**src/rtl/bp_fe_lce_cmd.sv**
```systemverilog
// ---------------------------------------------------------------------------
// bp_fe_lce_cmd
//
// Front-end LCE command handler for the I-cache. Accepts one CCE-to-LCE
// command at a time, turns tag-updating commands into tag-memory writes,
// answers syncs and invalidates on the LCE response channel, pulses
// tag_set / tag_set_wakeup for the miss-request FSM, and counts completed
// CCE syncs to report when the LCE is ready.
//
// Ports:
//   clk_i, reset_i          clock, synchronous active-high reset
//   id_i                    this LCE's id
//   lce_cmd_*               incoming command (valid/yumi handshake)
//   tag_mem_*               tag-memory write request (valid/yumi)
//   tag_set_o               single-cycle pulse when a set_tag write lands
//   tag_set_wakeup_o        single-cycle pulse when a set_tag_wakeup lands
//   lce_ready_o             every CCE has completed its sync
//   lce_resp_*              sync_ack / inv_ack response (valid/yumi)
// ---------------------------------------------------------------------------
module bp_fe_lce_cmd #(
  parameter int num_cce_p             = 1,
  parameter int num_lce_p             = 2,
  parameter int lce_addr_width_p      = 22,
  parameter int lce_sets_p            = 64,
  parameter int ways_p                = 8,
  parameter int block_size_in_bytes_p = 8,
  localparam int lg_num_lce_lp = (num_lce_p > 1) ? $clog2(num_lce_p) : 1,
  localparam int lg_num_cce_lp = (num_cce_p > 1) ? $clog2(num_cce_p) : 1,
  localparam int lg_sets_lp    = (lce_sets_p > 1) ? $clog2(lce_sets_p) : 1,
  localparam int lg_ways_lp    = (ways_p > 1) ? $clog2(ways_p) : 1,
  localparam int lg_blk_lp     = (block_size_in_bytes_p > 1) ? $clog2(block_size_in_bytes_p) : 1,
  localparam int tag_w_lp      = lce_addr_width_p - lg_blk_lp - lg_sets_lp
) (
  input  logic                        clk_i,
  input  logic                        reset_i,
  input  logic [lg_num_lce_lp-1:0]    id_i,

  input  logic                        lce_cmd_v_i,
  output logic                        lce_cmd_yumi_o,
  input  logic [2:0]                  lce_cmd_msg_type_i,
  input  logic [lg_num_cce_lp-1:0]    lce_cmd_src_id_i,
  input  logic [lce_addr_width_p-1:0] lce_cmd_addr_i,
  input  logic [lg_ways_lp-1:0]       lce_cmd_way_id_i,
  input  logic [1:0]                  lce_cmd_state_i,

  output logic                        tag_mem_v_o,
  output logic [lg_sets_lp-1:0]       tag_mem_set_o,
  output logic [ways_p-1:0]           tag_mem_way_mask_o,
  output logic [tag_w_lp-1:0]         tag_mem_tag_o,
  output logic [1:0]                  tag_mem_state_o,
  input  logic                        tag_mem_yumi_i,

  output logic                        tag_set_o,
  output logic                        tag_set_wakeup_o,
  output logic                        lce_ready_o,

  output logic                        lce_resp_v_o,
  output logic [2:0]                  lce_resp_msg_type_o,
  output logic [lg_num_lce_lp-1:0]    lce_resp_src_id_o,
  output logic [lg_num_cce_lp-1:0]    lce_resp_dst_id_o,
  output logic [lce_addr_width_p-1:0] lce_resp_addr_o,
  input  logic                        lce_resp_yumi_i
);

  localparam int cnt_w_lp = ((num_cce_p + 1) > 1) ? $clog2(num_cce_p + 1) : 1;
  localparam logic [cnt_w_lp-1:0] sync_max_lp = cnt_w_lp'(num_cce_p);

  // bp_cce_lce_cmd_type_e
  localparam logic [2:0] e_lce_cmd_sync             = 3'd0;
  localparam logic [2:0] e_lce_cmd_set_clear        = 3'd1;
  localparam logic [2:0] e_lce_cmd_transfer         = 3'd2;
  localparam logic [2:0] e_lce_cmd_writeback        = 3'd3;
  localparam logic [2:0] e_lce_cmd_set_tag          = 3'd4;
  localparam logic [2:0] e_lce_cmd_set_tag_wakeup   = 3'd5;
  localparam logic [2:0] e_lce_cmd_invalidate_tag   = 3'd6;

  // bp_lce_cce_resp_type_e
  localparam logic [2:0] e_lce_cce_sync_ack = 3'd0;
  localparam logic [2:0] e_lce_cce_inv_ack  = 3'd1;

  localparam logic [1:0] e_mesi_i = 2'd0;

  typedef enum logic [1:0] {
    e_ready,
    e_tag_write,
    e_send_resp
  } state_e;

  state_e                       state_q, state_d;
  logic [cnt_w_lp-1:0]          sync_cnt_q, sync_cnt_d;
  logic                         lce_ready_q, lce_ready_d;
  logic [2:0]                   msg_type_q, msg_type_d;
  logic [lg_num_cce_lp-1:0]     src_id_q, src_id_d;
  logic [lce_addr_width_p-1:0]  addr_q, addr_d;
  logic [lg_ways_lp-1:0]        way_id_q, way_id_d;
  logic [1:0]                   cmd_state_q, cmd_state_d;

  // Sync counter stops at num_cce_p so extra syncs never wrap lce_ready low.
  function automatic logic [cnt_w_lp-1:0] sat_inc(input logic [cnt_w_lp-1:0] c);
    return (c == sync_max_lp) ? c : c + cnt_w_lp'(1);
  endfunction

  always_comb begin
    state_d             = state_q;
    sync_cnt_d          = sync_cnt_q;
    msg_type_d          = msg_type_q;
    src_id_d            = src_id_q;
    addr_d              = addr_q;
    way_id_d            = way_id_q;
    cmd_state_d         = cmd_state_q;

    lce_cmd_yumi_o      = 1'b0;
    tag_mem_v_o         = 1'b0;
    tag_mem_set_o       = '0;
    tag_mem_way_mask_o  = '0;
    tag_mem_tag_o       = '0;
    tag_mem_state_o     = '0;
    tag_set_o           = 1'b0;
    tag_set_wakeup_o    = 1'b0;
    lce_resp_v_o        = 1'b0;
    lce_resp_msg_type_o = '0;
    lce_resp_src_id_o   = '0;
    lce_resp_dst_id_o   = '0;
    lce_resp_addr_o     = '0;

    unique case (state_q)
      e_ready: begin
        // Nothing is accepted while reset is held, even if a command is valid.
        lce_cmd_yumi_o = lce_cmd_v_i & ~reset_i;
        if (lce_cmd_yumi_o) begin
          msg_type_d  = lce_cmd_msg_type_i;
          src_id_d    = lce_cmd_src_id_i;
          addr_d      = lce_cmd_addr_i;
          way_id_d    = lce_cmd_way_id_i;
          cmd_state_d = lce_cmd_state_i;
          case (lce_cmd_msg_type_i)
            e_lce_cmd_sync:            state_d = e_send_resp;
            e_lce_cmd_set_clear,
            e_lce_cmd_set_tag,
            e_lce_cmd_set_tag_wakeup,
            e_lce_cmd_invalidate_tag:  state_d = e_tag_write;
            // transfer, writeback and unknown types are consumed and dropped
            default:                   state_d = e_ready;
          endcase
        end
      end

      e_tag_write: begin
        tag_mem_v_o   = 1'b1;
        tag_mem_set_o = addr_q[lg_blk_lp +: lg_sets_lp];
        tag_mem_tag_o = addr_q[lce_addr_width_p-1 : lg_blk_lp+lg_sets_lp];
        if (msg_type_q == e_lce_cmd_set_clear) begin
          tag_mem_way_mask_o = '1;
          tag_mem_state_o    = e_mesi_i;
        end else begin
          tag_mem_way_mask_o = {{(ways_p-1){1'b0}}, 1'b1} << way_id_q;
          tag_mem_state_o    = (msg_type_q == e_lce_cmd_invalidate_tag) ? e_mesi_i : cmd_state_q;
        end
        if (tag_mem_yumi_i) begin
          case (msg_type_q)
            e_lce_cmd_set_tag: begin
              tag_set_o = 1'b1;
              state_d   = e_ready;
            end
            e_lce_cmd_set_tag_wakeup: begin
              tag_set_wakeup_o = 1'b1;
              state_d          = e_ready;
            end
            e_lce_cmd_invalidate_tag: state_d = e_send_resp;
            default:                  state_d = e_ready;
          endcase
        end
      end

      e_send_resp: begin
        lce_resp_v_o        = 1'b1;
        lce_resp_msg_type_o = (msg_type_q == e_lce_cmd_sync) ? e_lce_cce_sync_ack : e_lce_cce_inv_ack;
        lce_resp_src_id_o   = id_i;
        lce_resp_dst_id_o   = src_id_q;
        lce_resp_addr_o     = addr_q;
        if (lce_resp_yumi_i) begin
          if (msg_type_q == e_lce_cmd_sync) begin
            sync_cnt_d = sat_inc(sync_cnt_q);
          end
          state_d = e_ready;
        end
      end

      default: state_d = e_ready;
    endcase

    // Registered from the next count so ready rises with the last sync ack edge.
    lce_ready_d = (sync_cnt_d == sync_max_lp);
  end

  assign lce_ready_o = lce_ready_q;

  always_ff @(posedge clk_i) begin
    if (reset_i) begin
      state_q     <= e_ready;
      sync_cnt_q  <= '0;
      lce_ready_q <= 1'b0;
      msg_type_q  <= '0;
      src_id_q    <= '0;
      addr_q      <= '0;
      way_id_q    <= '0;
      cmd_state_q <= '0;
    end else begin
      state_q     <= state_d;
      sync_cnt_q  <= sync_cnt_d;
      lce_ready_q <= lce_ready_d;
      msg_type_q  <= msg_type_d;
      src_id_q    <= src_id_d;
      addr_q      <= addr_d;
      way_id_q    <= way_id_d;
      cmd_state_q <= cmd_state_d;
    end
  end

endmodule

```
**config.mk**
```make
export PLATFORM = sky130hd
export DESIGN_NAME = bp_fe_lce_cmd
export DESIGN_NICKNAME = d
export VERILOG_FILES = /design/src/rtl/bp_fe_lce_cmd.sv
export SDC_FILE = /design/constraint.sdc
export NUM_CORES = 1
export LEC_CHECK = 0
export CAP_MARGIN = 20
export CORE_ASPECT_RATIO = 0.75
export CORE_MARGIN = 2
export CORE_UTILIZATION = 35
export CTS_CLUSTER_SIZE = 8
export DETAILED_ROUTE_END_ITERATION = 12
export GPL_TIMING_DRIVEN = 0
export PLACE_DENSITY = 0.76
export SYNTH_ARGS = -nofsm -noshare
export SYNTH_HDL_FRONTEND = slang
export SYNTH_SLANG_ARGS = --single-unit
```
**constraint.sdc**
```tcl
create_clock -name clk_i -period 2.13 [get_ports clk_i]
set_input_delay 0.5325 -clock clk_i [delete_from_list [all_inputs] [get_ports clk_i]]
set_output_delay 0.5325 -clock clk_i [all_outputs]
set_load 0.02 [all_outputs]
```
==> Word-level counts from Yosys, hierarchy flattened <==
Cells that the tools add are included.
{ "totals": {"reg_bits": 34, "input_bits": 37, "output_inout_bits": 62, "elab_cells": 59} }
{ "op_classes": {"n_addsub": 1, "eq_ne": 13, "n_shift": 1, "muxes": 28, "n_bitwise": 2, "n_reduce_logical": 7} }
{ "op_table": {"columns": ["op", "n"], "rows": [
  ["$mux 22", 1],
  ["$eq 3x3->1 const B", 6],
  ["$mux 8", 2],
  ["$mux 1", 14],
  ["$mux 2", 7],
  ["$mux 13", 1],
  ["$shl 1x3->8 const A", 1],
  ["$eq 3x1->1 const B", 2],
  ["$logic_not 3->1", 2],
  ["$mux 6", 1],
  ["$ne 2x2->1 const B", 3],
  ["$pmux 2 s3", 1],
  ["$reduce_and 3->1", 2],
  ["$pmux 2 s2", 1],
  ["$reduce_or 4->1", 1],
  ["$eq 2x1->1 const B", 1],
  ["$eq 2x2->1 const B", 1],
  ["$logic_not 2->1", 1],
  ["$reduce_and 2->1", 1],
  ["$add 1x1->1 const B", 1],
  ["$and 1x1->1", 1],
  ["$not 1->1", 1]
]} }

==> Depth between registers and ports, before layout <==
Gate-level depths: netlist of run 1.
{ "depth": {"word_depth": 5, "mapped_depth": 5, "ltp_nobuf": 4} }

==> Worst setup path before layout of run 1 <==
OpenSTA, ideal clock, no wires.
{ "synth_path": {"path_type": "in2out", "from": "input reset_i", "to": "output lce_cmd_yumi_o", "t_arrival_ps": 1363, "t_required_ps": 1597, "path_slack_ps": 235, "cell_stages": 3, "path_buffers": 2, "path_cell_list": "clkbuf_1 -> nor4b_4 -> buf_2"} }
{ "synth_via": {"elab_chain_cells": 3} }
{ "synth_lines": {"columns": ["item", "line", "source"], "rows": [
  ["start, declared", "35", "input logic reset_i,"],
  ["$not 1->1", "129", "lce_cmd_yumi_o = lce_cmd_v_i & ~reset_i;"],
  ["$and 1x1->1", "129", null],
  ["$mux 1", "126", "unique case (state_q)"],
  ["end, declared", "39", "output logic lce_cmd_yumi_o,"]
]} }
No other way between the ends.

==> Worst setup path after layout of run 1 <==
{ "layout_path": {"from": "register state_q[0]", "to": "output lce_resp_addr_o[3]"} }
{ "layout_via": {"elab_chain_cells": 2} }
{ "layout_lines": {"columns": ["item", "line", "source"], "rows": [
  ["start, declared", "89", "state_e state_q, state_d;"],
  ["start signal, assigned", "200", "state_q <= e_ready;"],
  ["start signal, assigned", "209", "state_q <= state_d;"],
  ["$eq 2x2->1", "126", null],
  ["$mux 22", "126", null],
  ["end, declared", "61", "output logic [lce_addr_width_p-1:0] lce_resp_addr_o,"]
]} }
No other way between the ends.

==> results.json, run 1 <==
{
  "place_inst": 395,
  "p_int_mw": 1.13,
  "setup_viol": 0,
  "cts_buffer_depth": 2,
  "reg2reg_from": "state_q[0]",
  "antenna_left": 0,
  "hold_viol_final": 0,
  "placementRows": 22,
  "crit_chain": "and2b_2 > clkbuf_4 > and2_1 > clkdlybuf4s15_1",
  "syn_inst": 239,
  "p_sw_mw": 0.437,
  "fin_util_pct": 57.3,
  "leakagePower_nw": 1.25,
  "power_mw": 1.57,
  "period_share_pct": 97.4,
  "place.gp.congestion": 0.778,
  "nFillCells": 463,
  "min_to": "addr_q[0]",
  "vias": 1903,
  "period_needed_ns": 2.08,
  "die_w_um": 86.9,
  "pwr-share-comb_pct": 22.5,
  "drv_slew": 0,
  "cp-start-kind": "flop",
  "r2r_slack_ns": 0.44,
  "cts_buffers": 5,
  "cp.arrival_ns": 1.54,
  "grt_pass1_vias": 1813,
  "cts_num_sinks": 34,
  "synthFlopType": "dfxtp_1",
  "synth_top_area_share_pct": 37.8,
  "area_growth_pct": 56.6,
  "final.setup.worst_slack_ns": 0.0544,
  "clk_pin_slew_worst_paths_ns": 0.07,
  "cts_root_buffer": "clkbuf_8",
  "critPathMaxStageDelay_ns": 0.38,
  "io_buffers": 95,
  "status": "finished, final reports clean",
  "grt_pass1_wl_um": 8960,
  "drc_errors": 0,
  "drt_iter0_drc": 78,
  "num_io_pins": 99,
  "antenna_found_initial": 0,
  "drive_gt1_share_pct": 20.2,
  "rsz0062_at_grt": "false",
  "hp-class": "reg2reg",
  "synth_cell_types": 29,
  "clock.fmax_mhz": 482,
  "reg2reg_to": "addr_q[11]",
  "avgRoutedWirePerCell_um": 13.7,
  "firstDrtPassIters": 4,
  "start_util_pct": 36.6,
  "cp_max_fo": 10,
  "syn_avg_cell_area_um2": 7.54,
  "vias_per_cell": 4.69,
  "ys_seq_elements": 34,
  "num_antenna_cells": 0,
  "synthArstFlopShare_pct": 0,
  "worst_hold_path.num_cells": 2,
  "die-area_mm2": 0.00575,
  "clock_power_share_pct": 30.8,
  "yosys-top-cells-area": "dfxtp_1 (38%), and2_1 (16%), nand2b_1 (11%)",
  "hp-start": "addr_q[0]",
  "p_per_area_mw_per_mm2": 555,
  "cts_tree": "yes",
  "ys_seq_area_share_pct": 37.8,
  "die_h_um": 66.2,
  "fin_nets": 382,
  "synth_top_area_cell": "dfxtp_1",
  "maxCapViolations": 0,
  "cp-end-kind": "primary output",
  "vdd_drop_max_mv": 0.279,
  "fin_skew_ns": 0.00429,
  "swShare_pct": 27.9,
  "htreeDepth": 2,
  "cp_slowest_cell": "dfxtp_4",
  "dpl_worst_slack_ns": -0.927,
  "worstPathRequired_ns": 1.60,
  "clk_latency_ns": 0.28,
  "hold_slack_ns": 0.470,
  "seqPwrFrac_pct": 46.7,
  "instances_no_fill": 406,
  "synth_area_mm2": 0.00180,
  "grt_max_degree": 11,
  "reg2reg_depth": 5,
  "yosysWarnings": 0,
  "grt_usage_pct": 20.1,
  "place_hpwl_um": 4110,
  "synth_edf_count": 0,
  "core_area_mm2": 0.00493,
  "grt_overflow_total": 0,
  "critical_path_class": "reg2out",
  "drt_wl_total_um": 5580
}
[cells by family (layout without fill, tap and decap cells)]
kind of cell / Yosys count / in the layout / share of synthesized area, %
flip-flops: 34 / 34 / 37.8
other: 1 / 2 / 0.208
AND/OR/NAND/NOR: 134 / 134 / 42.7
AO/OA/AOI/OAI: 47 / 47 / 13.7
buffers and inverters: 23 / 129 / 5.62
[cells in the mapped netlist (2+ instances only)]
master / instances
a31oi_1: 2
dfxtp_1: 34
nor2b_1: 2
and2_1: 45
nor2_1: 5
a21oi_1: 10
buf_4: 2
o21ai_0: 31
clkbuf_1: 13
inv_1: 2
nand2b_1: 33
or3b_1: 2
nand2_1: 35
buf_2: 6
nand3b_1: 3
[sequential cells by signal, summed over array words and instances (netlist names)]
name,cells
addr_q,22
msg_type_q,3
way_id_q,3
cmd_state_q,2
state_q,2
lce_ready_o,1
src_id_q,1
[worst max path at each step]
stage,from,end,slack [ns]
2_1_floorplan,reset_i,lce_cmd_yumi_o,0.23
3_3_place_gp,lce_cmd_v_i,lce_cmd_yumi_o,-0.91
3_5_place_dp,lce_cmd_v_i,lce_cmd_yumi_o,-0.93
4_1_cts,state_q[1],tag_set_wakeup_o,0.0007
5_1_grt,state_q[0],lce_resp_addr_o[4],0.003
6_report,state_q[0],lce_resp_addr_o[3],0.05
[stage by stage]
stage	TNS, ns	area (um2)
final	0	2820
after global routing	0	2820
after CTS	0	2880
after detailed placement	-17.27	2830
after global placement	-16.02	2830
after floorplan	0	1810
[layer usage]
layer,vias to the layer above,track usage (%),share of wire (%)
met5,-,0,0
met4,0,4.69,0.82
met3,6,5.87,6.5
met2,67,31.3,45
met1,850,27.3,47
li1,980,-,-
[final cells by class]
| type | instances | area, um2 | area share, % |
|---|---|---|---|
| clock inverter | 1 | 5.00 | 0.177 |
| inverter | 2 | 10.0 | 0.355 |
| sequential | 34 | 689 | 24.4 |
| timing repair buffer | 101 | 807 | 28.6 |
| buffer | 18 | 116 | 4.12 |
| tap | 60 | 75.1 | 2.66 |
| clock buffer | 7 | 86.3 | 3.06 |
| multi-input combinational | 183 | 1030 | 36.6 |
[repair_timing]
action | 4_1_cts | 5_1_grt
pin swaps | 1 | 1
setup endpoints to repair | 59 | 34
hold buffers | 0 | 0
gates resized for setup | 163 | 39
setup buffers | 4 | 2
[cell usage in the layout, fill, tap and decap left out, types with 2 or more instances in the layout]
master and instances:
a31oi_1 2, nor2_1 5, buf_4 9, clkdlybuf4s15_1 15, dfxtp_4 2, a21oi_1 10, dfxtp_1 31, dlygate4sd2_1 8
and2_1 45, nand3b_1 3, nand2_1 35, clkbuf_1 7, clkbuf_4 2, clkdlybuf4s50_1 35, o21ai_0 31, clkbuf_2 11
buf_2 29, nor2b_1 2, buf_6 3, clkbuf_8 7, conb_1 2, nand2b_1 33
[worst max-delay path, delay by kind of cell (launching register included)]
family                 cells  cell delay, ns
and+or+nand+nor            2            0.41
DFF                        1            0.38
buffers and inverters      2            0.47
[power groups by stage]
stage	Combinational [mW]	Sequential [mW]	Clock, mW
4_1_cts	0.354	0.730	0.492
3_5_place_dp	0.355	0.740	0
6_report	0.352	0.732	0.483
5_1_grt	0.387	0.743	0.526
2_1_floorplan	0.187	0.731	0
3_3_place_gp	0.348	0.739	0
(Power assumes the default switching activity.)
==> run 2: changes to the inputs <==
Settings changed: ABC_CLOCK_PERIOD_IN_PS from default to 2130, REMOVE_ABC_BUFFERS from default to 1.
==> run 2 against run 1 <==
  * Sequential power is 0.8% higher
  * Total power rose by 1.0%
  * Via count grew 2.1%
  * Design area is 6.6% higher
  * Sequential share of layout area is 1.5 points lower
  * Largest cell class unchanged
  * Routed wire length grew 5.3%
  * Non-clock buffer count rose by 5
==> results.json, run 2 (synthesized netlist as in run 1, its figures left out) <==
{
  "seqPwrFrac_pct": 46.6,
  "relSlewSlack_pct": 62.2,
  "grt_max_degree": 37,
  "p_int_mw": 1.14,
  "drt_iter0_drc": 74,
  "cts_tree": "yes",
  "final_cell_mix": "and2_1 (41), nand2_1 (35), clkdlybuf4s50_1 (35), nand2b_1 (32)",
  "fin_util_pct": 61.1,
  "grt_use_met3_pct": 3.87,
  "status": "finished, final reports clean",
  "worstPathRequired_ns": 1.60,
  "p_per_area_mw_per_mm2": 526,
  "worst_hold_path.num_cells": 2,
  "clk_latency_ns": 0.27,
  "grt_usage_pct": 20.5,
  "cts_num_sinks": 34,
  "p_sw_mw": 0.443,
  "cts_buffers": 5,
  "crit_chain": "buf_2 > nor4b_4 > buf_6 > buf_6",
  "cts_buffer_depth": 2,
  "die-area_mm2": 0.00575,
  "start_util_pct": 36.6,
  "gr-max-usage-layer": "met2",
  "fin_nets": 392,
  "drt_wl_total_um": 5870,
  "use_met1_pct": 27.3,
  "rsz0062_at_grt": "true",
  "critPathMaxStageDelay_ns": 0.43,
  "finalInstanceArea_mm2": 0.00301,
  "grt_pass1_vias": 1846,
  "reg2reg_depth": 5,
  "cp.arrival_ns": 1.55,
  "grt_use_met2_pct": 33.4,
  "num_antenna_cells": 0,
  "vdd_drop_max_mv": 0.279,
  "layout_commonest_cell": "and2_1",
  "grt_overflow_total": 0,
  "die_w_um": 86.9,
  "hold_slack_ns": 0.473,
  "drc_errors": 0,
  "setup_viol": 0,
  "avgRoutedWirePerCell_um": 14.2,
  "num_io_pins": 99,
  "vias_per_cell": 4.69,
  "drv_slew": 0,
  "largest-register": "addr_q",
  "area_growth_pct": 66.9,
  "cts_root_buffer": "clkbuf_8",
  "pwr-share-comb_pct": 24.2,
  "antenna_left": 0,
  "core_area_mm2": 0.00493,
  "htreeDepth": 2,
  "hp-class": "reg2reg",
  "place.gp.congestion": 0.718,
  "antenna_found_initial": 0,
  "nFillCells": 461,
  "clock.fmax_mhz": 480,
  "power_mw": 1.58,
  "cp_max_fo": 36,
  "firstDrtPassIters": 4,
  "maxCapViolations": 0,
  "leakagePower_nw": 1.40,
  "path_common_cell": "buf_6",
  "period_share_pct": 97.8,
  "critical_path_class": "in2out",
  "clock_power_share_pct": 29.2,
  "grt_pass1_wl_um": 9020,
  "fin_skew_ns": 0.00366,
  "top_regs": "addr_q (22), msg_type_q (3), way_id_q (3)",
  "swShare_pct": 28.0,
  "placementRows": 22,
  "cp_slowest_cell": "nor4b_4",
  "cp-start-kind": "input port",
  "die_h_um": 66.2,
  "place_hpwl_um": 3350,
  "place_area_mm2": 0.00277,
  "largest_reg_flops": 22,
  "io_buffers": 96,
  "cp-end-kind": "primary output",
  "period_needed_ns": 2.08,
  "drive_gt1_share_pct": 23.4,
  "clk_pin_slew_worst_paths_ns": 0.06,
  "hold_viol_final": 0,
  "worst_pin_slew_ns": 0.567,
  "vias": 1943
}
run 2: worst max-delay path: cells and delay by family:
kind | cells | cell delay, ns
buffers and inverters | 3 | 0.58
and+or+nand+nor | 1 | 0.43
run 2: what timing repair did:
action / in CTS / in global routing
hold buffers: 0 / 0
resized for setup: 158 / 36
pin swaps: 2 / 3
setup buffers: 16 / 8
hold endpoints to repair: 0 / 0
gates cloned: 6 / 1
endpoints found under the setup margin: 91 / 23
run 2: layer usage:
layer  routed length [um]  part of all wire (%)  vias to the layer above
li1                     -                     -                      998
met1                 2820                    48                      871
met2                 2660                    45                       67
met3                  328                   5.6                        7
met4                   69                   1.2                        0
met5                    0                     0                        -
run 2: final timing paths:
| path | startpoint | end | slack [ns] |
|---|---|---|---|
| max | reset_i | lce_cmd_yumi_o | 0.05 |
| min | addr_q[2] | addr_q[2] | 0.47 |
| max reg2reg | state_q[1] | addr_q[1] | 0.54 |
| min reg2reg | addr_q[2] | addr_q[2] | 0.47 |
run 2: power by group through the flow:
stage / Sequential [mW] / Clock (mW) / Combinational, mW
after floorplan: 0.738 / 0 / 0.160
after global routing: 0.747 / 0.509 / 0.416
after global placement: 0.746 / 0 / 0.318
after detailed placement: 0.750 / 0 / 0.327
final: 0.738 / 0.462 / 0.383
after CTS: 0.739 / 0.474 / 0.357
run 2: metrics by stage:
step / worst slack, ns / setup TNS, ns / cells
floorplan: -0.455 / -11.56 / 219
global route: -0.0185 / -0.0761 / 414
global placement: -3.09 / -91.43 / 375
CTS: -0.0909 / -0.156 / 405
finish: 0.0465 / 0 / 414
detailed placement: -1.86 / -50.63 / 377
run 2: layout make-up:
type                            instances  area (um2)  share of cell area [%]
Clock buffer                            6        82.6                    2.74
Multi-Input combinational cell        185        1080                    36.0
Tap cell                               60        75.1                    2.49
Sequential cell                        34         689                    22.9
Inverter                                2        11.3                   0.374
Timing Repair inverter                  3        22.5                   0.748
Timing Repair Buffer                  124        1050                    34.8
==> run 3: changes to the inputs <==
Settings changed: MAX_ROUTING_LAYER from default to met4.
==> run 3 against run 2 <==
  * Via count decreased by 0.82%
  * First-iteration DRC count increased by 6.8%
  * Clock skew about the same
  * Sequential share of layout area unchanged
  * Largest cell class unchanged
==> results.json, run 3 (synthesized netlist as in run 1, its figures left out) <==
{
  "maxCapViolations": 0,
  "cts_buffers": 5,
  "instances_no_fill": 414,
  "drt_wl_total_um": 5920,
  "place_hpwl_um": 3350,
  "reg2reg_from": "state_q[1]",
  "vias": 1927,
  "multiInputGateArea_mm2": 0.00108,
  "placementRows": 22,
  "grt_pass1_vias": 1850,
  "setup_viol": 0,
  "core_area_mm2": 0.00493,
  "critical_path_class": "in2out",
  "firstDrtPassIters": 4,
  "htreeDepth": 2,
  "place_inst": 377,
  "place.gp.congestion": 0.726,
  "grt_pass1_wl_um": 9030,
  "cp-end-kind": "primary output",
  "num_io_pins": 99,
  "grt_max_degree": 37,
  "fin_nets": 392,
  "largest-register": "addr_q",
  "cts_num_sinks": 34,
  "rsz0062_at_grt": "true",
  "worst_hold_path.num_cells": 2,
  "cts_tree": "yes",
  "hold_viol_final": 0,
  "min_to": "addr_q[2]",
  "cts_buffer_depth": 2,
  "worst_pin_slew_ns": 0.574,
  "cp-start-kind": "input port",
  "clock.fmax_mhz": 478,
  "hold_slack_ns": 0.473,
  "ff_latch_area_um2": 689,
  "period_needed_ns": 2.09,
  "cp_max_fo": 36,
  "drc_errors": 0,
  "final_cell_mix": "and2_1 (41), nand2_1 (35), clkdlybuf4s50_1 (35), nand2b_1 (32)",
  "fin_util_pct": 61.1,
  "vdd_drop_max_mv": 0.279,
  "top_regs": "addr_q (22), msg_type_q (3), way_id_q (3)",
  "relSlewSlack_pct": 61.7,
  "grt_overflow_total": 0,
  "area_growth_pct": 66.9,
  "io_buffers": 96,
  "antenna_found_initial": 0,
  "vias_per_cell": 4.65,
  "hp-class": "reg2reg",
  "nFillCells": 461,
  "clk_pin_slew_worst_paths_ns": 0.06,
  "hp-start": "addr_q[2]",
  "largest_reg_flops": 22,
  "die_h_um": 66.2,
  "fin_skew_ns": 0.00340,
  "r2r_slack_ns": 0.53,
  "die-area_mm2": 0.00575,
  "drive_gt1_share_pct": 23.4,
  "leakagePower_nw": 1.40,
  "drv_slew": 0,
  "reg2reg_to": "addr_q[1]",
  "clk_latency_ns": 0.27,
  "avgRoutedWirePerCell_um": 14.3,
  "antenna_left": 0,
  "worstPathRequired_ns": 1.60,
  "cp.arrival_ns": 1.56,
  "status": "finished, final reports clean",
  "drt_iter0_drc": 79,
  "grt_usage_pct": 21.1,
  "period_share_pct": 98.3,
  "power_mw": 1.58,
  "start_util_pct": 36.6,
  "p_per_area_mw_per_mm2": 527,
  "cts_root_buffer": "clkbuf_8",
  "layout_commonest_cell": "and2_1",
  "final.setup.tns_ns": 0,
  "num_antenna_cells": 0,
  "die_w_um": 86.9,
  "reg2reg_depth": 5
}
-- run 3: power breakdown --
group	switching [mW]	internal (mW)	leakage (nW)
logic	0.184	0.200	1.07
registers	0.0471	0.691	0.282
clock network	0.213	0.249	0.0431
total	0.444	1.14	1.40
-- run 3: worst max-delay path, stage by stage --
cell     delay, ns
buf_2         0.29
nor4b_4       0.43
buf_6         0.18
buf_6         0.12
-- run 3: what timing repair did --
| item | in CTS | in global routing |
|---|---|---|
| resized for setup | 158 | 36 |
| setup endpoints to repair | 91 | 23 |
| hold buffers | 0 | 0 |
| buffers inserted | 16 | 8 |
| pin swaps | 2 | 3 |
| gates cloned | 6 | 1 |
-- run 3: area by class of cell --
class	instances	area share (%)
tap	60	2.49
inverter	2	0.374
multi-input combinational	185	36.0
timing repair inverter	3	0.748
timing repair buffer	124	34.8
clock buffer	6	2.74
sequential	34	22.9
-- run 3: worst max-delay path by stage --
stage,startpoint,endpoint,slack [ns],cells past startpoint
3_3_place_gp,reset_i,lce_cmd_yumi_o,-3.09,3
6_report,reset_i,lce_cmd_yumi_o,0.04,4
3_5_place_dp,reset_i,lce_cmd_yumi_o,-1.86,4
5_1_grt,state_q[1],tag_mem_set_o[0],-0.02,6
4_1_cts,lce_cmd_v_i,lce_cmd_yumi_o,-0.09,4
2_1_floorplan,reset_i,lce_cmd_yumi_o,-0.45,1
-- run 3: metal layers --
layer	track usage, %	vias up	part of all wire [%]
li1	-	996	-
met1	27.6	873	49
met2	33.4	54	45
met3	3.50	4	4.6
met4	6.45	0	0.71
met5	-	-	0
-- run 3: metrics by stage --
step	area, um2	setup slack (ns)
2_1_floorplan	1710	-0.455
6_report	3010	0.0365
3_5_place_dp	2770	-1.86
3_3_place_gp	2750	-3.09
5_1_grt	3010	-0.0185
4_1_cts	2940	-0.0909
